### config.mk
export PLATFORM = sky130hd
export DESIGN_NAME = ccff_chain_loader
export DESIGN_NICKNAME = d
export VERILOG_FILES = /design/src/rtl/ccff_chain_loader.sv
export SDC_FILE = /design/constraint.sdc
export NUM_CORES = 1
export LEC_CHECK = 0
export ABC_AREA = 0
export CAP_MARGIN = 10
export CORE_UTILIZATION = 38
export CTS_CLUSTER_DIAMETER = 50
export DETAILED_ROUTE_END_ITERATION = 16
export DONT_BUFFER_PORTS = 1
export HOLD_SLACK_MARGIN = 0.03
export PLACE_DENSITY = 0.51
export SKIP_CTS_REPAIR_TIMING = 1
export SLEW_MARGIN = 20
export SYNTH_ARGS = -nofsm -noshare
export SYNTH_HDL_FRONTEND = slang
export SYNTH_SLANG_ARGS = --single-unit
### constraint.sdc
create_clock -name prog_clk -period 6.03 [get_ports prog_clk]
set_input_delay 0.3015 -clock prog_clk [delete_from_list [all_inputs] [get_ports prog_clk]]
set_output_delay 0.3015 -clock prog_clk [all_outputs]
set_load 0.02 [all_outputs]
### src/rtl/ccff_chain_loader.sv
// ccff_chain_loader
//   Feeds the ccff_head of a tile's configuration-memory chain (the mem cells
//   behind the connection/switch-block routing muxes, clocked by prog_clk).
//   Bitstream bytes arrive over valid/ready, are serialized MSB-first and
//   exactly CHAIN_LEN bits are emitted, each qualified by ccff_shift_en so the
//   chain clock can be gated. The old chain contents falling out of ccff_tail
//   are folded into an XOR parity while the load runs.
//
//   Handshake: a byte transfers on a rising prog_clk edge where cfg_valid and
//   cfg_ready are both 1; cfg_ready is a combinational function of registered
//   state only and never depends on cfg_valid.
//
// Ports
//   prog_clk, pReset      clock, synchronous active-high reset
//   start                 begin a load (ignored while a load is running)
//   cfg_data/valid/ready  byte input stream, bit 7 is shifted first
//   ccff_head             registered serial bit into the chain head
//   ccff_shift_en         registered per-bit shift enable for the chain
//   ccff_tail             chain tail, sampled only while ccff_shift_en=1
//   busy, done, err       load running / completed / starved out
//   prev_parity           XOR of the tail bits seen during the load
//   bits_sent             bits shifted in the current/last load
//   dbg_state             current FSM state (IDLE=0, LOAD=1, DONE=2, ERR=3)
module ccff_chain_loader #(
    parameter int CHAIN_LEN = 6,
    parameter int CNT_W     = 16,
    parameter int TIMEOUT   = 255
) (
    input  logic             prog_clk,
    input  logic             pReset,
    input  logic             start,
    input  logic [7:0]       cfg_data,
    input  logic             cfg_valid,
    output logic             cfg_ready,
    output logic             ccff_head,
    output logic             ccff_shift_en,
    input  logic             ccff_tail,
    output logic             busy,
    output logic             done,
    output logic             err,
    output logic             prev_parity,
    output logic [CNT_W-1:0] bits_sent,
    output logic [1:0]       dbg_state
);

    localparam int STALL_W = $clog2(TIMEOUT + 1);
    localparam logic [CNT_W:0]   LEN_X   = (CNT_W + 1)'(CHAIN_LEN);
    localparam logic [STALL_W-1:0] STALL_MAX = STALL_W'(TIMEOUT);

    typedef enum logic [1:0] {
        S_IDLE = 2'd0,
        S_LOAD = 2'd1,
        S_DONE = 2'd2,
        S_ERR  = 2'd3
    } state_t;

    state_t state, state_nxt;

    logic [7:0]         sr;
    logic [3:0]         bits_left;
    logic [STALL_W-1:0] stall;

    logic               in_load;
    logic               accept;
    logic               can_shift;
    logic               chain_full;
    logic               enter_load;
    logic [CNT_W:0]     sent_x;
    logic [CNT_W:0]     committed;

    // Widened so the bits still queued in sr can be added without overflow.
    assign sent_x     = {1'b0, bits_sent};
    assign committed  = sent_x + {{(CNT_W - 3){1'b0}}, bits_left};

    assign in_load    = (state == S_LOAD);
    assign chain_full = (sent_x >= LEN_X);
    // Ready while the last queued bit is going out, so the next byte lands
    // exactly when it is needed; never ask for bits beyond CHAIN_LEN.
    assign cfg_ready  = in_load && (bits_left <= 4'd1) && (committed < LEN_X);
    assign accept     = cfg_ready && cfg_valid;
    assign can_shift  = in_load && (bits_left != 4'd0) && !chain_full;
    assign enter_load = (state != S_LOAD) && (state_nxt == S_LOAD);

    assign busy      = in_load;
    assign done      = (state == S_DONE);
    assign err       = (state == S_ERR);
    assign dbg_state = state;

    always_comb begin
        state_nxt = state;
        case (state)
            S_IDLE, S_DONE, S_ERR: begin
                if (start) state_nxt = S_LOAD;
            end
            S_LOAD: begin
                // bits_sent reached CHAIN_LEN on the edge that registered the
                // final shift pulse, so DONE follows one cycle after it.
                if (chain_full)              state_nxt = S_DONE;
                else if (stall == STALL_MAX) state_nxt = S_ERR;
            end
            default: state_nxt = S_IDLE;
        endcase
    end

    always_ff @(posedge prog_clk) begin
        if (pReset) begin
            state         <= S_IDLE;
            sr            <= 8'd0;
            bits_left     <= 4'd0;
            stall         <= '0;
            bits_sent     <= '0;
            prev_parity   <= 1'b0;
            ccff_head     <= 1'b0;
            ccff_shift_en <= 1'b0;
        end else begin
            state <= state_nxt;

            // The tail bit is valid in exactly the cycles the chain shifts.
            if (ccff_shift_en) prev_parity <= prev_parity ^ ccff_tail;

            if (enter_load) begin
                bits_sent     <= '0;
                prev_parity   <= 1'b0;
                stall         <= '0;
                bits_left     <= 4'd0;
                ccff_shift_en <= 1'b0;
            end else if (in_load) begin
                ccff_shift_en <= can_shift;
                if (can_shift) begin
                    ccff_head <= sr[7];
                    sr        <= {sr[6:0], 1'b0};
                    bits_left <= bits_left - 4'd1;
                    bits_sent <= bits_sent + CNT_W'(1);
                end
                // A new byte overrides the shift/decrement of the same edge.
                if (accept) begin
                    sr        <= cfg_data;
                    bits_left <= 4'd8;
                end

                if (accept)                  stall <= '0;
                else if (bits_left == 4'd0 && stall != STALL_MAX)
                    stall <= stall + STALL_W'(1);

                // Leftover bits of the final byte are dropped on exit.
                if (state_nxt != S_LOAD) bits_left <= 4'd0;
            end else begin
                ccff_shift_en <= 1'b0;
            end
        end
    end

endmodule

==> flow_summary_export.csv, run 1 <==
group,metric,value,unit
outcome,status,"completed",
power,irDropWorstVdd,0.000119,V
yosys,synth_edf_count,0,
grt,gr-total-overflow,0,
sta,worstMarginPinSlew,0.745,ns
final_layout,finalInstanceArea,2360,um2
place,port_buffers,0,
sta,clock_skew,0.00699,ns
final_layout,fillers,584,
power,power.clock.fraction,0.413,
sta,period_needed,3.52,ns
final_layout,multiInputGateArea,1280,um2
grt,grt_first_pass_wirelength,7840,um
place,post-place-ws,2.82,ns
drt,via_per_inst,5.28,
power,power_frac_comb,0.076,
yosys,syn_inst,245,
sta,grt_setup_unrepaired,"no",
setup_path,crit_type,"reg -> out",
yosys,synth-seq-cells,41,
floorplan,die_w,77.8,um
setup_path,cp-end-kind,"output port",
setup_path,r2r_end,"bits_left[0]",
yosys,seq_area_frac_synth,0.376,
setup_path,worstRegToRegCells,9,
sta,layout_setup_ws,2.51,ns
yosys,yosysTopAreaCell,"dfxtp_1",
sta,report.final.slew_viol_count,0,
final_layout,final_cells,318,
sta,maxSlewHeadroom,0.500,
drt,post_drt_wl_per_cell,14.4,um
final_layout,diodes,0,
setup_path,cp_data_arrival_time,3.22,ns
clock_tree,clk_latency,0.30,ns
floorplan,die_area,6060,um2
final_layout,syn2layout_area_growth,7.96,%
final_layout,seqCellArea,821,um2
run,drv_cap,0,
power,switching_share,0.244,
setup_path,cp-start-kind,"flip-flop",
sta,period_share,0.584,
drt,vias,1679,
setup_path,path_max_fanout,8,
clock_tree,ctsHtreeMaxLevel,2,
yosys,synth_top_area_frac,0.376,
place,place_area,2230,um2
setup_path,cp_data_required_time,5.73,ns
final_layout,fin_util,0.426,
yosys,synth.area.top_cells,"dfxtp_1 (38%), ha_1 (5.2%), nor2_1 (4.3%)",
power,switching_power,135,uW
yosys,synth_cell_types,49,
drt,ant_nets,0,
grt,grt_pass1_vias,1638,
clock_tree,cts_tree,"built",
setup_path,r2r_setup_slack,2.97,ns
min_path,hp-class,"in -> reg",
min_path,min_path_cells,1,
yosys,yosys_warnings,0,
final_layout,drive_above_1_share,0.122,
sta,finalSetupTns,0,ns
yosys,synth_top_flop_cell,"dfxtp_1",
power,power.density,234,nW/um2
place,gp_congestion,0.780,
final_layout,nNetsFinal,268,
floorplan,rows,27,
floorplan,coreArea,5540,um2
grt,grt_max_degree,20,
drt,first_pass_iters,4,
grt,antenna_found_initial,0,
clock_tree,clockRootBuffer,"clkbuf_8",
place,place_inst,309,
power,p_seq_frac,0.511,
drt,drt-total-wl,4570,um
yosys,syn_nets,268,
clock_tree,clock_path_buffers,2,
sta,fmax,284,MHz
yosys,ys_async_sr_fraction,0,
power,p_int,418,uW
drt,drt-initial-drc-count,78,
floorplan,io_pins,38,
drt,drc_errors,0,
clock_tree,clk_pin_slew,0.09,ns
floorplan,die_h,77.8,um
yosys,syn-cell-area,2190,um2
grt,grtUsageTotal,0.165,
clock_tree,cts_buffers,5,
min_path,hp-start,"pReset",
clock_tree,clock_sinks,41,
place,hpwl,3350,um
sta,setup_violations,0,
floorplan,start_util,0.395,
setup_path,r2r_start,"bits_sent[1]",
power,p_leak,0.842,nW
min_path,hold-path-endpoint,"dbg_state[1]",
sta,hold_violations,0,
yosys,synth.avg_cell_area,8.92,um2
-- state kept, by name, indices dropped and copies added (netlist names) --
register	flops
bits_sent	16
sr	8
stall	8
bits_left	4
dbg_state	2
ccff_head	1
ccff_shift_en	1
prev_parity	1
-- cell families after synthesis --
family,after synthesis,synth area share
compound gates,34,0.110
fa+ha+maj,10,0.0607
flops,41,0.376
mux,13,0.0664
xor+xnor,17,0.0681
simple gates,112,0.280
buf+inv,18,0.0384
-- area by class of cell --
| type | instances | area share |
|---|---|---|
| timing repair buffer | 1 | 0.00477 |
| clock inverter | 3 | 0.0196 |
| inverter | 10 | 0.0159 |
| sequential | 41 | 0.348 |
| tap | 72 | 0.0382 |
| clock buffer | 5 | 0.0292 |
| multi-input combinational | 186 | 0.545 |
-- worst max-delay path: stages (launching register included) --
cell	delay, ns
dfxtp_1	0.56
inv_1	0.12
fa_1	0.46
nand2b_1	0.16
a21oi_1	0.33
mux2_2	0.38
o22ai_1	0.20
nand3_1	0.28
nor2_1	0.43
-- layout by cell type (no fill, tap or decap), types with 6 or more instances in the layout --
| cell type | instances |
|---|---|
| mux2_2 | 8 |
| nand4_1 | 6 |
| nand2_1 | 14 |
| a31oi_1 | 10 |
| inv_1 | 10 |
| nand3_1 | 7 |
| and2_1 | 14 |
| nor2_1 | 25 |
| xnor2_1 | 9 |
| xor2_1 | 8 |
| ha_1 | 9 |
| dfxtp_1 | 41 |
| nor3_1 | 15 |
| nor4_1 | 8 |
-- Yosys cell counts, types with 2 or more instances --
| cell type | n |
|---|---|
| or3_1 | 3 |
| nand4_1 | 6 |
| dfxtp_1 | 41 |
| nor4_1 | 8 |
| nand2_1 | 14 |
| nor2b_1 | 3 |
| o211ai_1 | 2 |
| nand3_1 | 7 |
| xnor2_1 | 9 |
| and3_1 | 3 |
| nor2_1 | 25 |
| and2_1 | 14 |
| o21ai_0 | 5 |
| a21oi_1 | 4 |
| nand2b_1 | 4 |
| xor2_1 | 8 |
| or2_2 | 2 |
| a31oi_1 | 10 |
| clkbuf_1 | 5 |
| mux2i_1 | 4 |
| ha_1 | 9 |
| inv_1 | 10 |
| mux2_2 | 8 |
| nor3_1 | 15 |
| buf_6 | 2 |
-- power by group through the flow --
stage | combinational [mW] | clock (mW) | sequential (mW)
2_1_floorplan | 0.0383 | 0 | 0.287
3_3_place_gp | 0.0415 | 0 | 0.289
3_5_place_dp | 0.0418 | 0 | 0.289
4_1_cts | 0.0421 | 0.234 | 0.282
5_1_grt | 0.0480 | 0.245 | 0.283
6_report | 0.0421 | 0.228 | 0.282
-- per-stage QoR --
stage / power (mW) / hold slack [ns]
after global routing: 0.577 / 0.0445
after floorplan: 0.326 / 0.373
final: 0.552 / 0.0541
after CTS: 0.558 / 0.0468
after detailed placement: 0.331 / 0.376
after global placement: 0.330 / 0.373
-- metal layers --
layer / up-vias / global-route usage / share of wire
met5: - / 0 / 0
met4: 0 / 0.0623 / 0.011
met3: 5 / 0.0588 / 0.048
met2: 41 / 0.265 / 0.45
met1: 769 / 0.202 / 0.49
li1: 864 / - / -
-- how the worst max path moves through the flow --
stage / start / endpoint / slack, ns / cells after the start
floorplan: bits_sent[1] / cfg_ready / 3.13 / 9
global placement: bits_sent[1] / cfg_ready / 2.86 / 8
detailed placement: bits_sent[1] / cfg_ready / 2.82 / 8
CTS: bits_sent[1] / cfg_ready / 2.49 / 8
global route: bits_sent[1] / cfg_ready / 2.28 / 8
finish: bits_sent[1] / cfg_ready / 2.51 / 8
Power figures use the tool's default switching activity.
==> run 2, diff against run 1 <==
==> constraint.sdc (replaced) <==
create_clock -name prog_clk -period 3.66 [get_ports prog_clk]
set_input_delay 0.183 -clock prog_clk [delete_from_list [all_inputs] [get_ports prog_clk]]
set_output_delay 0.183 -clock prog_clk [all_outputs]
set_load 0.02 [all_outputs]
==> run 2 against run 1 <==
  * Global-route usage is 0.85 points higher
  * Via count fell by 0.66%
  * Count of clock-buffer cells in the layout grew 3
  * Sequential share of layout area is 0.22 points higher
  * Routed wire length increased by 0.88%
  * Critical endpoint unchanged
==> flow_summary_export.csv, run 2 (same netlist as run 1, synthesis figures left out) <==
group,metric,value,unit
setup_path,crit_type,"reg -> out",
floorplan,io_pins,38,
grt,use_met2,0.273,
drt,first_pass_iters,4,
min_path,hp-class,"in -> reg",
sta,worstMarginPinSlew,0.766,ns
grt,busiest_layer,"met2",
grt,met1_usage,0.226,
clock_tree,clk_latency,0.29,ns
sta,layout_setup_ws,0.307,ns
power,total_power,825,uW
final_layout,largest_register,"bits_sent",
final_layout,fillers,583,
clock_tree,cts_buffers,5,
final_layout,diodes,0,
drt,ant_nets,0,
place,gp_congestion,0.800,
grt,grt.met3_usage,0.0482,
sta,period_share,0.916,
place,place_area,2250,um2
sta,hold_violations,0,
sta,clock_skew,0.00480,ns
setup_path,cp-end-kind,"output port",
final_layout,final_cells,321,
grt,gr-total-overflow,0,
grt,grtUsageTotal,0.174,
floorplan,die_h,77.8,um
final_layout,largest_reg_flops,16,
drt,drc_errors,0,
setup_path,cp-start-kind,"flip-flop",
power,power.density,352,nW/um2
grt,grt_max_degree,16,
final_layout,drive_above_1_share,0.116,
clock_tree,ctsHtreeMaxLevel,2,
setup_path,cp_data_arrival_time,3.17,ns
power,p_leak,0.841,nW
final_layout,finalInstanceArea,2340,um2
drt,drt-total-wl,4610,um
sta,grt_setup_unrepaired,"no",
final_layout,largestRegisters,"bits_sent x16, sr x8, stall x8",
sta,period_needed,3.35,ns
place,place_inst,312,
final_layout,syn2layout_area_growth,7.27,%
clock_tree,clock_sinks,41,
sta,maxSlewHeadroom,0.487,
sta,fmax,298,MHz
final_layout,fin_util,0.423,
power,irDropWorstVdd,0.000171,V
final_layout,final_cell_mix,"dfxtp_1 (41), nor2_1 (24), nor3_1 (15)",
grt,grt_first_pass_wirelength,8380,um
final_layout,seqCellArea,821,um2
sta,finalSetupTns,0,ns
clock_tree,clock_path_buffers,2,
grt,antenna_found_initial,0,
drt,drt-initial-drc-count,90,
drt,via_per_inst,5.20,
place,hpwl,3400,um
floorplan,die_area,6060,um2
setup_path,path_max_fanout,8,
final_layout,nNetsFinal,271,
floorplan,coreArea,5540,um2
place,port_buffers,0,
floorplan,die_w,77.8,um
clock_tree,cts_tree,"built",
floorplan,rows,27,
sta,report.final.slew_viol_count,0,
final_layout,layout_commonest_cell,"dfxtp_1",
final_layout,multiInputGateArea,1280,um2
drt,post_drt_wl_per_cell,14.4,um
run,drv_cap,0,
setup_path,cp_data_required_time,3.48,ns
sta,hold_slack,0.0472,ns
floorplan,start_util,0.395,
grt,grt_pass1_vias,1702,
sta,setup_violations,0,
clock_tree,clockRootBuffer,"clkbuf_8",
drt,vias,1668,
clock_tree,clk_pin_slew,0.08,ns
outcome,status,"completed",
place,post-place-ws,0.530,ns
[run 2: changes by cell type in the layout (fill, tap and decap cells not counted), sizes merged]
cell         previous run  this run
clkbuf                  5         8
buf                     1         3
bufinv                  1         0
clkinv                  1         0
clkinvlp                1         0
dlygate4sd3             0         1
[run 2: critical path, stage by stage, from the launching register on]
cell and delay [ns]:
dfxtp_1 0.56, inv_1 0.12, fa_1 0.46, nand2b_1 0.16, a21oi_1 0.36, mux2_2 0.39, o22ai_1 0.21, nand3_1 0.30
nor2_2 0.32
[run 2: final cells by class]
class / instances / area share
Tap cell: 72 / 0.0384
Multi-Input combinational cell: 186 / 0.547
Clock buffer: 8 / 0.0342
Timing Repair Buffer: 4 / 0.0139
Sequential cell: 41 / 0.350
Inverter: 10 / 0.0160
[run 2: final timing paths]
| check | end | slack [ns] | cells after the start | from |
|---|---|---|---|---|
| max | cfg_ready | 0.31 | 8 | bits_sent[1] |
| min | sr[0] | 0.05 | 2 | cfg_valid |
| max reg2reg | stall[6] | 0.56 | 9 | bits_sent[1] |
| min reg2reg | ccff_head | 0.52 | 2 | sr[7] |
[run 2: where the power goes]
| part | switching, mW | total, mW | internal [mW] | leakage (nW) |
|---|---|---|---|---|
| clock | 0.151 | 0.286 | 0.136 | 0.0395 |
| sequential | 0.00899 | 0.465 | 0.456 | 0.332 |
| combinational | 0.0443 | 0.0739 | 0.0297 | 0.470 |
| total | 0.204 | 0.825 | 0.621 | 0.841 |
[run 2: per-layer routing]
metal	up-vias	share of wire
li1	871	-
met1	758	0.50
met2	32	0.44
met3	7	0.042
met4	0	0.014
met5	-	0
==> run 3, diff against run 2 <==
--- a/config.mk
+++ b/config.mk
@@ -12,7 +12,7 @@
 export DETAILED_ROUTE_END_ITERATION = 16
 export DONT_BUFFER_PORTS = 1
 export HOLD_SLACK_MARGIN = 0.03
-export PLACE_DENSITY = 0.51
+export MAX_ROUTING_LAYER = met4
 export SKIP_CTS_REPAIR_TIMING = 1
 export SLEW_MARGIN = 20
 export SYNTH_ARGS = -nofsm -noshare
==> run 3 against run 2 <==
  * Count of clock-buffer cells in the layout down 3
  * Non-clock buffer count unchanged
  * Highest routed layer unchanged
  * Sequential power about the same
  * Worst hold slack worse by 0.0046 ns
  * First-iteration DRC count down 16%
  * Routed wire length down 0.56%
  * Critical path type unchanged
  * Worst setup slack worse by 0.051 ns
  * Sequential share of layout area down 0.79 points
  * Die area unchanged
  * Register-to-register slack about the same
==> flow_summary_export.csv, run 3 (same netlist as run 1, synthesis figures left out) <==
group,metric,value,unit
outcome,status,"completed",
sta,hold_violations,0,
clock_tree,cts_buffers,5,
power,irDropWorstVdd,0.000243,V
drt,ant_nets,0,
final_layout,largest_reg_flops,16,
grt,grtUsageTotal,0.165,
final_layout,drive_above_1_share,0.120,
final_layout,finalInstanceArea,2400,um2
power,switching_power,218,uW
drt,first_pass_iters,4,
drt,drt-total-wl,4580,um
run,drv_cap,0,
floorplan,rows,27,
sta,fmax,294,MHz
drt,drc_errors,0,
floorplan,die_area,6060,um2
floorplan,die_w,77.8,um
setup_path,cp_data_arrival_time,3.22,ns
place,post-place-ws,0.571,ns
setup_path,cp-start-kind,"flip-flop",
floorplan,start_util,0.395,
sta,clock_skew,0.00992,ns
setup_path,worstRegToRegCells,9,
power,total_power,975,uW
sta,report.final.slew_viol_count,0,
clock_tree,clk_pin_slew,0.08,ns
place,port_buffers,0,
grt,grt_first_pass_wirelength,7640,um
final_layout,largestRegisters,"bits_sent x16, sr x8, stall x8",
floorplan,die_h,77.8,um
final_layout,final_cells,321,
clock_tree,ctsHtreeMaxLevel,2,
sta,grt_setup_unrepaired,"no",
place,place_area,2240,um2
setup_path,cp-end-kind,"output port",
clock_tree,cts_tree,"built",
sta,period_share,0.930,
power,switching_share,0.224,
final_layout,nNetsFinal,271,
power,power_frac_comb,0.075,
setup_path,cp_data_required_time,3.48,ns
clock_tree,clk_latency,0.30,ns
floorplan,io_pins,38,
final_layout,largest_register,"bits_sent",
setup_path,path_max_fanout,10,
sta,worstMarginPinSlew,0.676,ns
power,p_seq_frac,0.477,
place,gp_congestion,0.829,
drt,drt-initial-drc-count,76,
grt,grt_pass1_vias,1615,
grt,grt_max_degree,16,
clock_tree,clock_path_buffers,2,
sta,layout_setup_ws,0.255,ns
final_layout,syn2layout_area_growth,9.73,%
power,p_int,757,uW
power,power.density,407,nW/um2
sta,finalSetupTns,0,ns
grt,antenna_found_initial,0,
clock_tree,clockRootBuffer,"clkbuf_8",
drt,post_drt_wl_per_cell,14.3,um
final_layout,layout_commonest_cell,"dfxtp_1",
floorplan,coreArea,5540,um2
drt,via_per_inst,5.23,
power,p_leak,0.868,nW
sta,maxSlewHeadroom,0.546,
sta,setup_violations,0,
power,power.clock.fraction,0.448,
place,place_inst,311,
sta,period_needed,3.40,ns
min_path,hp-class,"in -> reg",
place,hpwl,3300,um
setup_path,crit_type,"reg -> out",
min_path,min_path_cells,2,
clock_tree,clock_sinks,41,
final_layout,diodes,0,
final_layout,final_cell_mix,"dfxtp_1 (41), nor2_1 (25), nor3_1 (15)",
grt,gr-total-overflow,0,
drt,vias,1679,
## run 3: changes by cell type in the layout (fill, tap and decap cells not counted)
cell and change:
nor2_1 +1, nor2_2 -1, dlygate4sd3_1 +1, clkinv_2 +1, bufinv_16 +2, buf_4 -1
clkbuf_1 -3
## run 3: per-layer routing
| metal | share of wire | GRT usage |
|---|---|---|
| met5 | 0 | - |
| met4 | 0.015 | 0.0623 |
| met3 | 0.053 | 0.0529 |
| met2 | 0.45 | 0.257 |
| met1 | 0.48 | 0.199 |
## run 3: per-stage QoR
stage	hold WS, ns	utilization
6_report	0.0426	0.433
3_3_place_gp	0.254	0.405
4_1_cts	-0.0642	0.429
2_1_floorplan	0.255	-
3_5_place_dp	0.255	0.405
5_1_grt	0.0408	0.433
## run 3: layout make-up
cell class                 instances  area, um2
timing repair buffer               4       35.0
clock buffer                       5       68.8
sequential                        41        821
multi-input combinational        186       1280
tap                               72       90.1
fill                             555       3140
clock inverter                     3       65.1
inverter                          10       37.5
## run 3: path summary, 6_finish.rpt
path,startpoint,endpoint,slack [ns]
worst max-delay path,bits_sent[1],cfg_ready,0.26
worst max register to register,bits_sent[1],stall[6],0.57
worst min register to register,sr[7],ccff_head,0.50
worst min-delay path,cfg_data[0],sr[0],0.04
## run 3: critical path, cell delays in order, from the launching register on
cell      delay [ns]
dfxtp_1         0.56
inv_1           0.12
fa_1            0.46
nand2b_1        0.16
a21oi_1         0.35
mux2i_1         0.23
a31oi_1         0.13
or3_1           0.50
nor2_1          0.42
## run 3: power by group through the flow
stage | clock (mW) | combinational (mW) | sequential, mW
2_1_floorplan | 0 | 0.0631 | 0.474
3_3_place_gp | 0 | 0.0690 | 0.476
3_5_place_dp | 0 | 0.0698 | 0.476
4_1_cts | 0.444 | 0.0704 | 0.465
5_1_grt | 0.467 | 0.0818 | 0.467
6_report | 0.436 | 0.0736 | 0.465
